--- src/rtl/store_pkg.sv ---
// Shared encodings and payload types for the store alignment unit.
package store_pkg;

  localparam int unsigned DATA_W = 32;
  localparam int unsigned STRB_W = DATA_W / 8;

  typedef enum logic [1:0] {
    SZ_BYTE = 2'b00,
    SZ_HALF = 2'b01,
    SZ_WORD = 2'b10,
    SZ_RSVD = 2'b11
  } size_e;

  typedef enum logic [1:0] {
    IDLE  = 2'd0,
    BEAT1 = 2'd1,
    BEAT2 = 2'd2
  } state_e;

  // One bus beat worth of lane-aligned data and strobes
  typedef struct packed {
    logic [DATA_W-1:0] wdata;
    logic [STRB_W-1:0] strb;
  } beat_t;

endpackage

--- src/rtl/store_align_if.sv ---
// Request and memory-bus handshake bundle for store_align.
interface store_align_if #(
  parameter int unsigned ADDR_W = 32
);
  import store_pkg::*;

  logic              REQ_VALID;
  logic              REQ_READY;
  logic [ADDR_W-1:0] REQ_ADDR;
  logic [DATA_W-1:0] REQ_DATA;
  logic [1:0]        REQ_SIZE;

  logic              BUS_VALID;
  logic              BUS_READY;
  logic [ADDR_W-1:0] BUS_ADDR;
  logic [DATA_W-1:0] BUS_WDATA;
  logic [STRB_W-1:0] BUS_STRB;

  logic              ERR;
  logic              BUSY;

  // Store unit side
  modport slave (
    input  REQ_VALID, REQ_ADDR, REQ_DATA, REQ_SIZE, BUS_READY,
    output REQ_READY, BUS_VALID, BUS_ADDR, BUS_WDATA, BUS_STRB, ERR, BUSY
  );

  // Requester / memory side
  modport master (
    output REQ_VALID, REQ_ADDR, REQ_DATA, REQ_SIZE, BUS_READY,
    input  REQ_READY, BUS_VALID, BUS_ADDR, BUS_WDATA, BUS_STRB, ERR, BUSY
  );

endinterface

--- src/rtl/store_lane_align.sv ---
// Combinational lane placement: shifts data/strobes into a 64-bit window
// spanning two words; beat 0 is the low word, beat 1 the spill-over word.
module store_lane_align
  import store_pkg::*;
(
  input  logic [1:0]        off,
  input  size_e             size,
  input  logic [DATA_W-1:0] data,
  input  logic              beat,
  output beat_t             lane,
  output logic              split
);

  logic [DATA_W-1:0]   dmask;
  logic [STRB_W-1:0]   smask;
  logic [2*DATA_W-1:0] wide;
  logic [2*STRB_W-1:0] strb_wide;

  // Narrow the register value to the access size
  always_comb begin
    dmask = '0;
    smask = '0;
    case (size)
      SZ_BYTE: begin
        dmask = DATA_W'(data[7:0]);
        smask = STRB_W'(4'b0001);
      end
      SZ_HALF: begin
        dmask = DATA_W'(data[15:0]);
        smask = STRB_W'(4'b0011);
      end
      SZ_WORD: begin
        dmask = data;
        smask = STRB_W'(4'b1111);
      end
      SZ_RSVD: begin
        dmask = '0;
        smask = '0;
      end
    endcase
  end

  // Shift into the two-word window and pick the requested beat
  always_comb begin
    wide      = (2*DATA_W)'(dmask) << {off, 3'b000};
    strb_wide = (2*STRB_W)'(smask) << off;
    split     = |strb_wide[2*STRB_W-1:STRB_W];
    if (beat) begin
      lane.wdata = wide[2*DATA_W-1:DATA_W];
      lane.strb  = strb_wide[2*STRB_W-1:STRB_W];
    end else begin
      lane.wdata = wide[DATA_W-1:0];
      lane.strb  = strb_wide[STRB_W-1:0];
    end
  end

endmodule

--- src/rtl/store_align.sv ---
// Store-path alignment unit: turns a byte-addressed store into one or two
// word-aligned bus beats with byte strobes.
module store_align
  import store_pkg::*;
#(
  parameter int unsigned ADDR_W = 32
) (
  input logic          CLK,
  input logic          RST,
  store_align_if.slave bus
);

  state_e            state_q, state_nxt;
  logic [ADDR_W-1:0] base_q, base_nxt;
  logic [DATA_W-1:0] data_q, data_nxt;
  size_e             size_q, size_nxt;
  logic [1:0]        off_q, off_nxt;
  logic              split_q, split_nxt;

  logic              valid_q, valid_nxt;
  logic [ADDR_W-1:0] addr_q, addr_nxt;
  beat_t             beat_q, beat_nxt;
  logic              err_q, err_nxt;
  logic              busy_q, busy_nxt;

  logic              accept, hs;
  size_e             req_size;
  logic [1:0]        la_off;
  size_e             la_size;
  logic [DATA_W-1:0] la_data;
  logic              la_beat;
  beat_t             la_lane;
  logic              la_split;

  assign req_size      = size_e'(bus.REQ_SIZE);
  assign bus.REQ_READY = (state_q == IDLE) & ~RST;
  assign accept        = bus.REQ_VALID & bus.REQ_READY;
  assign hs            = valid_q & bus.BUS_READY;

  // Live request feeds beat 1 at accept; latched request feeds beat 2
  always_comb begin
    if (state_q == IDLE) begin
      la_off  = bus.REQ_ADDR[1:0];
      la_size = req_size;
      la_data = bus.REQ_DATA;
      la_beat = 1'b0;
    end else begin
      la_off  = off_q;
      la_size = size_q;
      la_data = data_q;
      la_beat = 1'b1;
    end
  end

  store_lane_align u_lane (
    .off   (la_off),
    .size  (la_size),
    .data  (la_data),
    .beat  (la_beat),
    .lane  (la_lane),
    .split (la_split)
  );

  // State register
  always_ff @(posedge CLK) begin
    if (RST) state_q <= IDLE;
    else     state_q <= state_nxt;
  end

  // Next-state logic
  always_comb begin
    state_nxt = state_q;
    case (state_q)
      IDLE:    if (accept && req_size != SZ_RSVD) state_nxt = BEAT1;
      BEAT1:   if (hs) state_nxt = split_q ? BEAT2 : IDLE;
      BEAT2:   if (hs) state_nxt = IDLE;
      default: state_nxt = IDLE;
    endcase
  end

  // Next values for the request latches and registered bus outputs
  always_comb begin
    base_nxt  = base_q;
    data_nxt  = data_q;
    size_nxt  = size_q;
    off_nxt   = off_q;
    split_nxt = split_q;
    valid_nxt = valid_q;
    addr_nxt  = addr_q;
    beat_nxt  = beat_q;
    err_nxt   = 1'b0;
    busy_nxt  = (state_nxt != IDLE);
    case (state_q)
      IDLE: begin
        if (accept) begin
          if (req_size == SZ_RSVD) begin
            err_nxt = 1'b1;
          end else begin
            base_nxt  = {bus.REQ_ADDR[ADDR_W-1:2], 2'b00};
            data_nxt  = bus.REQ_DATA;
            size_nxt  = req_size;
            off_nxt   = bus.REQ_ADDR[1:0];
            split_nxt = la_split;
            valid_nxt = 1'b1;
            addr_nxt  = {bus.REQ_ADDR[ADDR_W-1:2], 2'b00};
            beat_nxt  = la_lane;
          end
        end
      end
      BEAT1: begin
        if (hs) begin
          if (split_q) begin
            addr_nxt = base_q + ADDR_W'(4);
            beat_nxt = la_lane;
          end else begin
            valid_nxt = 1'b0;
          end
        end
      end
      BEAT2: begin
        if (hs) valid_nxt = 1'b0;
      end
      default: valid_nxt = 1'b0;
    endcase
  end

  // Datapath and output registers
  always_ff @(posedge CLK) begin
    if (RST) begin
      base_q  <= '0;
      data_q  <= '0;
      size_q  <= SZ_BYTE;
      off_q   <= '0;
      split_q <= 1'b0;
      valid_q <= 1'b0;
      addr_q  <= '0;
      beat_q  <= '0;
      err_q   <= 1'b0;
      busy_q  <= 1'b0;
    end else begin
      base_q  <= base_nxt;
      data_q  <= data_nxt;
      size_q  <= size_nxt;
      off_q   <= off_nxt;
      split_q <= split_nxt;
      valid_q <= valid_nxt;
      addr_q  <= addr_nxt;
      beat_q  <= beat_nxt;
      err_q   <= err_nxt;
      busy_q  <= busy_nxt;
    end
  end

  assign bus.BUS_VALID = valid_q;
  assign bus.BUS_ADDR  = addr_q;
  assign bus.BUS_WDATA = beat_q.wdata;
  assign bus.BUS_STRB  = beat_q.strb;
  assign bus.ERR       = err_q;
  assign bus.BUSY      = busy_q;

endmodule

--- src/flat_wrapper.sv ---
// flat-port wrapper written by rule: the top's interface ports become plain ports
module store_align_flat import store_pkg::*;
#(
  parameter int unsigned ADDR_W = 32
)
  (CLK, RST, bus_REQ_VALID, bus_REQ_ADDR, bus_REQ_DATA, bus_REQ_SIZE, bus_BUS_READY, bus_REQ_READY, bus_BUS_VALID, bus_BUS_ADDR, bus_BUS_WDATA, bus_BUS_STRB, bus_ERR, bus_BUSY);
  store_align_if #(.ADDR_W(ADDR_W)) bus_i ();
  input logic CLK;
  input logic RST;
  input wire logic [$bits(bus_i.REQ_VALID)-1:0] bus_REQ_VALID;
  input wire logic [$bits(bus_i.REQ_ADDR)-1:0] bus_REQ_ADDR;
  input wire logic [$bits(bus_i.REQ_DATA)-1:0] bus_REQ_DATA;
  input wire logic [$bits(bus_i.REQ_SIZE)-1:0] bus_REQ_SIZE;
  input wire logic [$bits(bus_i.BUS_READY)-1:0] bus_BUS_READY;
  output wire logic [$bits(bus_i.REQ_READY)-1:0] bus_REQ_READY;
  output wire logic [$bits(bus_i.BUS_VALID)-1:0] bus_BUS_VALID;
  output wire logic [$bits(bus_i.BUS_ADDR)-1:0] bus_BUS_ADDR;
  output wire logic [$bits(bus_i.BUS_WDATA)-1:0] bus_BUS_WDATA;
  output wire logic [$bits(bus_i.BUS_STRB)-1:0] bus_BUS_STRB;
  output wire logic [$bits(bus_i.ERR)-1:0] bus_ERR;
  output wire logic [$bits(bus_i.BUSY)-1:0] bus_BUSY;
  assign bus_i.REQ_VALID = bus_REQ_VALID;
  assign bus_i.REQ_ADDR = bus_REQ_ADDR;
  assign bus_i.REQ_DATA = bus_REQ_DATA;
  assign bus_i.REQ_SIZE = bus_REQ_SIZE;
  assign bus_i.BUS_READY = bus_BUS_READY;
  assign bus_REQ_READY = bus_i.REQ_READY;
  assign bus_BUS_VALID = bus_i.BUS_VALID;
  assign bus_BUS_ADDR = bus_i.BUS_ADDR;
  assign bus_BUS_WDATA = bus_i.BUS_WDATA;
  assign bus_BUS_STRB = bus_i.BUS_STRB;
  assign bus_ERR = bus_i.ERR;
  assign bus_BUSY = bus_i.BUSY;
  store_align #(.ADDR_W(ADDR_W)) u_core (.CLK(CLK), .RST(RST), .bus(bus_i));
endmodule
--- config.mk ---
export PLATFORM = sky130hd
export DESIGN_NAME = store_align_flat
export DESIGN_NICKNAME = d
export VERILOG_FILES = /design/src/rtl/store_pkg.sv /design/src/rtl/store_align_if.sv /design/src/rtl/store_lane_align.sv /design/src/rtl/store_align.sv /design/src/flat_wrapper.sv
export SDC_FILE = /design/constraint.sdc
export NUM_CORES = 1
export LEC_CHECK = 0
export CAP_MARGIN = 20
export CELL_PAD_IN_SITES_DETAIL_PLACEMENT = 0
export CELL_PAD_IN_SITES_GLOBAL_PLACEMENT = 1
export CORE_MARGIN = 2
export CORE_UTILIZATION = 38
export DETAILED_ROUTE_END_ITERATION = 8
export GPL_TIMING_DRIVEN = 0
export HOLD_SLACK_MARGIN = 0.08
export PLACE_DENSITY = 0.89
export SLEW_MARGIN = 20
export SYNTH_ARGS = -nofsm -noshare
export SYNTH_HDL_FRONTEND = slang
export SYNTH_HIERARCHICAL = 1
export SYNTH_SLANG_ARGS = --single-unit
--- constraint.sdc ---
create_clock -name CLK -period 3.4 [get_ports CLK]
set_input_delay 0.85 -clock CLK [delete_from_list [all_inputs] [get_ports CLK]]
set_output_delay 0.85 -clock CLK [all_outputs]
set_load 0.005 [all_outputs]
; ---- Yosys cells after proc, flatten, opt, wreduce, memory -nomap -nowiden
; Index checks and enable logic that the tools add are counted.
[word_totals]
word_cells = 73
input_bits = 70
out_inout_bits = 72
regBits = 140
[classes]
n_eq_ne = 13
reduce_logical = 10
addsub = 1
n_shift = 2
bitwise_logic = 7
muxes = 28
[ops]
columns = op, count
row1 = $mux 36, 5
row2 = $mux 32, 5
row3 = $pmux 32 s4, 1
row4 = $pmux 36 s2, 1
row5 = $pmux 32 s2, 1
row6 = $shl 32x5->64, 1
row7 = $add 32x3->32 const B, 1
row8 = $pmux 4 s4, 1
row9 = $mux 2, 6
row10 = $reduce_and 5->1, 2
row11 = $eq 2x2->1 const B, 4
row12 = $ne 2x1->1 const B, 4
row13 = $shl 4x2->8, 1
row14 = $mux 1, 6
row15 = $ne 2x2->1 const B, 3
row16 = $pmux 2 s3, 1
row17 = $eq 2x1->1 const B, 2
row18 = $logic_not 2->1, 2
row19 = $not 1->1, 4
row20 = $reduce_bool 2->1, 2
row21 = $reduce_or 4->1, 1
row22 = $and 1x1->1, 3
row23 = $pmux 1 s3, 1
row24 = $reduce_and 3->1, 1
row25 = 2 further kinds, 2

; ---- Logic depth before layout (Yosys ltp)
; Gate-level depths: netlist of the first run.
[depth]
word_depth = 9
ltp_mapped = 14
depth_no_buf = 9

; ---- Cells and area by module
; Netlist of the first run, hierarchy kept.
[by_module_without_submodules]
columns = mod, cells_per_inst, area_per_inst_um2, seq_area_each_um2, n_inst
row1 = store_align, 760, 6034.5, 2762.6, 1
row2 = store_lane_align, 168, 1109.8, 0.0, 1

; ---- Worst setup path before layout of the first run
; No wires, ideal clock.
[synth_timing]
path_type = register -> register
from = register u_core.state_q[1]
to = register u_core.beat_q (netlist bit u_core/bus.BUS_WDATA[24])
path_stages_with_launch = 15
required_ns = 3.268
setup_time_ns = 0.132
arrival_ns = 2.965
path_slack_ns = 0.303
synth_period_minus_slack_ns = 3.097
path_buffers = 5
cell_sequence = dfxtp_1 nor2_1 clkbuf_1 clkbuf_1 mux2_2 inv_1 ha_1 buf_6 or3_4 buf_6 and4_4 buf_6 a211o_1 nand2_1 a21oi_1
[synth_rtl]
columns = item, line
row1 = "start, declared", store_align.sv:13  ; state_e state_q, state_nxt;
row2 = "start signal, assigned", store_align.sv:67  ; else state_q <= state_nxt;
row3 = "end signal, assigned", store_align.sv:148  ; beat_q <= beat_nxt;
row4 = "end, declared", store_align.sv:22  ; beat_t beat_q, beat_nxt;

; ---- Final worst setup path of the first run
[layout_timing]
from = input RST
to = output bus_REQ_READY
[layout_via]
elab_chain_cells = 2
[layout_rtl]
columns = item, line
row1 = "start, declared", flat_wrapper.sv:9  ; input logic RST;
row2 = $not 1->1, store_align.sv:36  ; assign bus.REQ_READY = (state_q == IDLE) & ~RST;
row3 = $and 1x1->1, store_align.sv:36
row4 = "end, declared", flat_wrapper.sv:15  ; output wire logic [$bits(bus_i.REQ_READY)-1:0] bus_REQ_READY;
; Every way passes these cells.

==> metrics, run 1 <==
Overall Global Routing Usage=25.12%; Die Ht=141.1 um; non-filler cells, final=1330; clk sinks=138; Hold Crit Class=reg2reg; GRT met2 Usage=41.21%; initial antenna violation count=0; Pint=3.204 mW; final setup violation count=0; Static Leak=3.271 nW; root buffer cell=clkbuf_16; Yosys reg bits=138; IO Port Bufs=139; setup ws final=0.1300 ns; GPL Wtd Cong=0.9532; outcome=finished clean; Filler cells=1868; fin. max-slew vios=0; drt via density=5.474; met1 GRT Util=31.86%; Setup Skew=0.01032 ns; CTS tree=yes; H-tree depth=4; Top Usage Layer GRT=met2; NetSw=1.172 mW; top cells by area, synth=dfxtp_1 39%, nand2_1 13%, a21oi_1 8.1%; Async S/R FF share, synth=0%; unrepaired setup endpoints after global routing=true; number of synthesized flops with an enable pin=0; cell mode on critical path=clkdlybuf4s50_1; num ports=142; Worst Path Max Fanout=28; clock power share=43.3%; count leader, synth=nand2_1; Placed Cells=1302; Post-Syn Area per Cell=7.699 um^2; gr ovfl total=0; worst relative slew slack=42.89%; post-DP HPWL=18880 um; Worst Tran Pin Value=0.8549 ns; Clock Latency Late Sink=0.42 ns; cells along the critical path=clkdlybuf4s50_1, buf_2, nor2_1, clkdlybuf4s50_1; Yosys cell types=58; ANT cells=0; maxcap violations=0; Logic pwr share=17.1%; routed length per instance=18.65 um; Sw Ratio=26.77%; routed via count=7281; synth warn=6; top cells by count, synth=246 x nand2_1, 138 x dfxtp_1, 115 x a21oi_1; Post-route DRC=0; Num CTS Buffers=17; die area=19910 um^2; DRT Pass-1 Iters=6; CP max-delay cell=clkdlybuf4s50_1; layout cell share with drive strength beyond 1=9.672%; critical path launch point type=input pin; largest net degree at the start of global routing=29; post-synthesis cell count=928; Site Rows=50; met3 usage=5.061%; Core Region=18580 um^2; number of post-CTS setup repair buffers=0; endpoint class of the critical path=output pin; first-pass GRT wire length=38560 um; Sequential Power Share=39.6%; post-route ant nets=0; worst stage delay on the critical path=0.51 ns; Worst IR Drop VDD=0.0003300 V; CP arrival=2.42 ns; footprint of the multi-input gates=4018 um^2; routed wire length=24810 um; Nets=1161; Detailed Route Iter0 Violations=552; area grow syn2layout=32.07%; initial core utilization=38.45%; top_reg_cell synth=dfxtp_1; WS Path Type=in2out; clk slew on worst S/H paths=0.06 ns; Power Density=463.8 nW/um^2; Max Root-Sink Buffers=2; Yosys top cell area share=38.67%; Synth area leader=dfxtp_1; Die Width=141.1 um; post-cts hold buffer count=0; crit path time final=3.270 ns; Register Area=2763 um^2; vias in the first global route=6972; crit share post-route=96.18%; CP required=2.55 ns; post-placement setup slack=-0.4946 ns; Seq/Total Area, Yosys=38.67%; Synth Cell Area=7144 um^2; Highest Clock Rate=0.3058 GHz; Final Hold Fails=0
[power by group through the flow]
stage | registers [mW] | logic, mW | clock network, mW
floorplan | 1.76 | 0.413 | 0
global placement | 1.76 | 0.736 | 0
detailed placement | 1.77 | 0.734 | 0
CTS | 1.73 | 0.738 | 1.93
global route | 1.74 | 0.809 | 2.01
finish | 1.73 | 0.749 | 1.90
[registers in the layout, summed over array words and instances (netlist names)]
register / count
u_core/data_q: 32
u_core/base_q: 30
u_core/bus.BUS_VALID: 1
u_core/bus.BUS_STRB: 4
u_core/bus.BUS_ADDR: 30
u_core/split_q: 1
u_core/off_q: 2
u_core/bus.ERR: 1
u_core/bus.BUS_WDATA: 32
u_core/size_q: 2
u_core/bus.BUSY: 1
u_core/state_q: 2
[timing repair]
action	4_1_cts	5_1_grt
setup endpoints to repair	33	34
resized for setup	3	8
hold endpoints to repair	0	0
[metal layers]
layer | wire length, um | up-vias
met2 | 11580 | 316
met3 | 1643 | 52
li1 | - | 3575
met4 | 982 | 0
met5 | 0 | -
met1 | 10600 | 3338
[final timing paths]
path	from	to	slack (ns)	cells after the start
hold reg to reg	u_core/data_q[25]$_SDFFE_PP0P_	u_core/data_q[25]$_SDFFE_PP0P_	0.45	2
hold / removal	u_core/data_q[25]$_SDFFE_PP0P_	u_core/data_q[25]$_SDFFE_PP0P_	0.45	2
setup / recovery	RST	bus_REQ_READY	0.13	4
setup reg to reg	u_core/state_q[1]$_SDFF_PP0_	u_core/bus.BUS_WDATA[23]$_SDFFE_PP0P_	0.17	11
[logic make-up after synthesis]
family / share of synthesized area (%)
multiplexers: 7.233
buffers and inverters: 5.289
AO/OA/AOI/OAI: 19.84
adder cells (fa/ha/maj): 1.051
flip-flops: 38.67
other: 0.05249
AND/OR/NAND/NOR: 25.04
XOR/XNOR: 2.820
[critical path, delay by kind of cell]
family | cells | cell delay (ns)
buffers and inverters | 3 | 1.45
and+or+nand+nor | 1 | 0.11
[cell usage in the layout (no fill, tap or decap), drive strengths merged, types with 8 or more instances in the layout]
master         synthesis  layout
buf                   27      28
o221ai                16      16
mux2                  37      37
o211ai                14      14
nand2                246     246
clkbuf                50      69
nand4                  8       8
mux2i                 10      10
clkdlybuf4s50          0     139
xnor2                 18      18
nor3                  10      10
dfxtp                138     138
and3                  11      11
and4                   9       9
o21ai                 10      10
nand3                 54      54
a211o                 11      11
a22oi                 28      28
a21oi                116     116
o22ai                 10      10
nor2                  38      38
[stage by stage]
| stage | cell area [um^2] | hold slack, ns | power (mW) | setup TNS, ns | util [%] |
|---|---|---|---|---|---|
| floorplan | 7148 | 0.4338 | 2.170 | 0 | - |
| global placement | 8832 | 0.4389 | 2.500 | -8.195 | 47.54 |
| detailed placement | 8832 | 0.4423 | 2.500 | -8.250 | 47.54 |
| CTS | 9425 | 0.4541 | 4.397 | 0 | 50.73 |
| global route | 9435 | 0.4691 | 4.554 | -0.006198 | 50.78 |
| finish | 9435 | 0.4519 | 4.376 | 0 | 50.78 |
[final cells by class]
type	instances	area share (%)
buffer	75	3.687
tap	234	3.103
clock buffer	22	5.026
clock inverter	8	1.260
inverter	8	0.3183
multi-input combinational	706	42.58
sequential	138	29.28
timing repair buffer	139	14.75
Power figures use the tool's default switching activity.
==> run 2, diff against run 1 <==
- TNS_END_PERCENT: unset -> 5
==> results of run 2 <==
Same layout as run 1: the final DEF is identical, and so are final timing and power.
==> run 3, diff against run 2 <==
- CTS_CLUSTER_SIZE: unset -> 30
==> results of run 3 <==
Same layout as run 1: the final DEF is identical, and so are final timing and power.
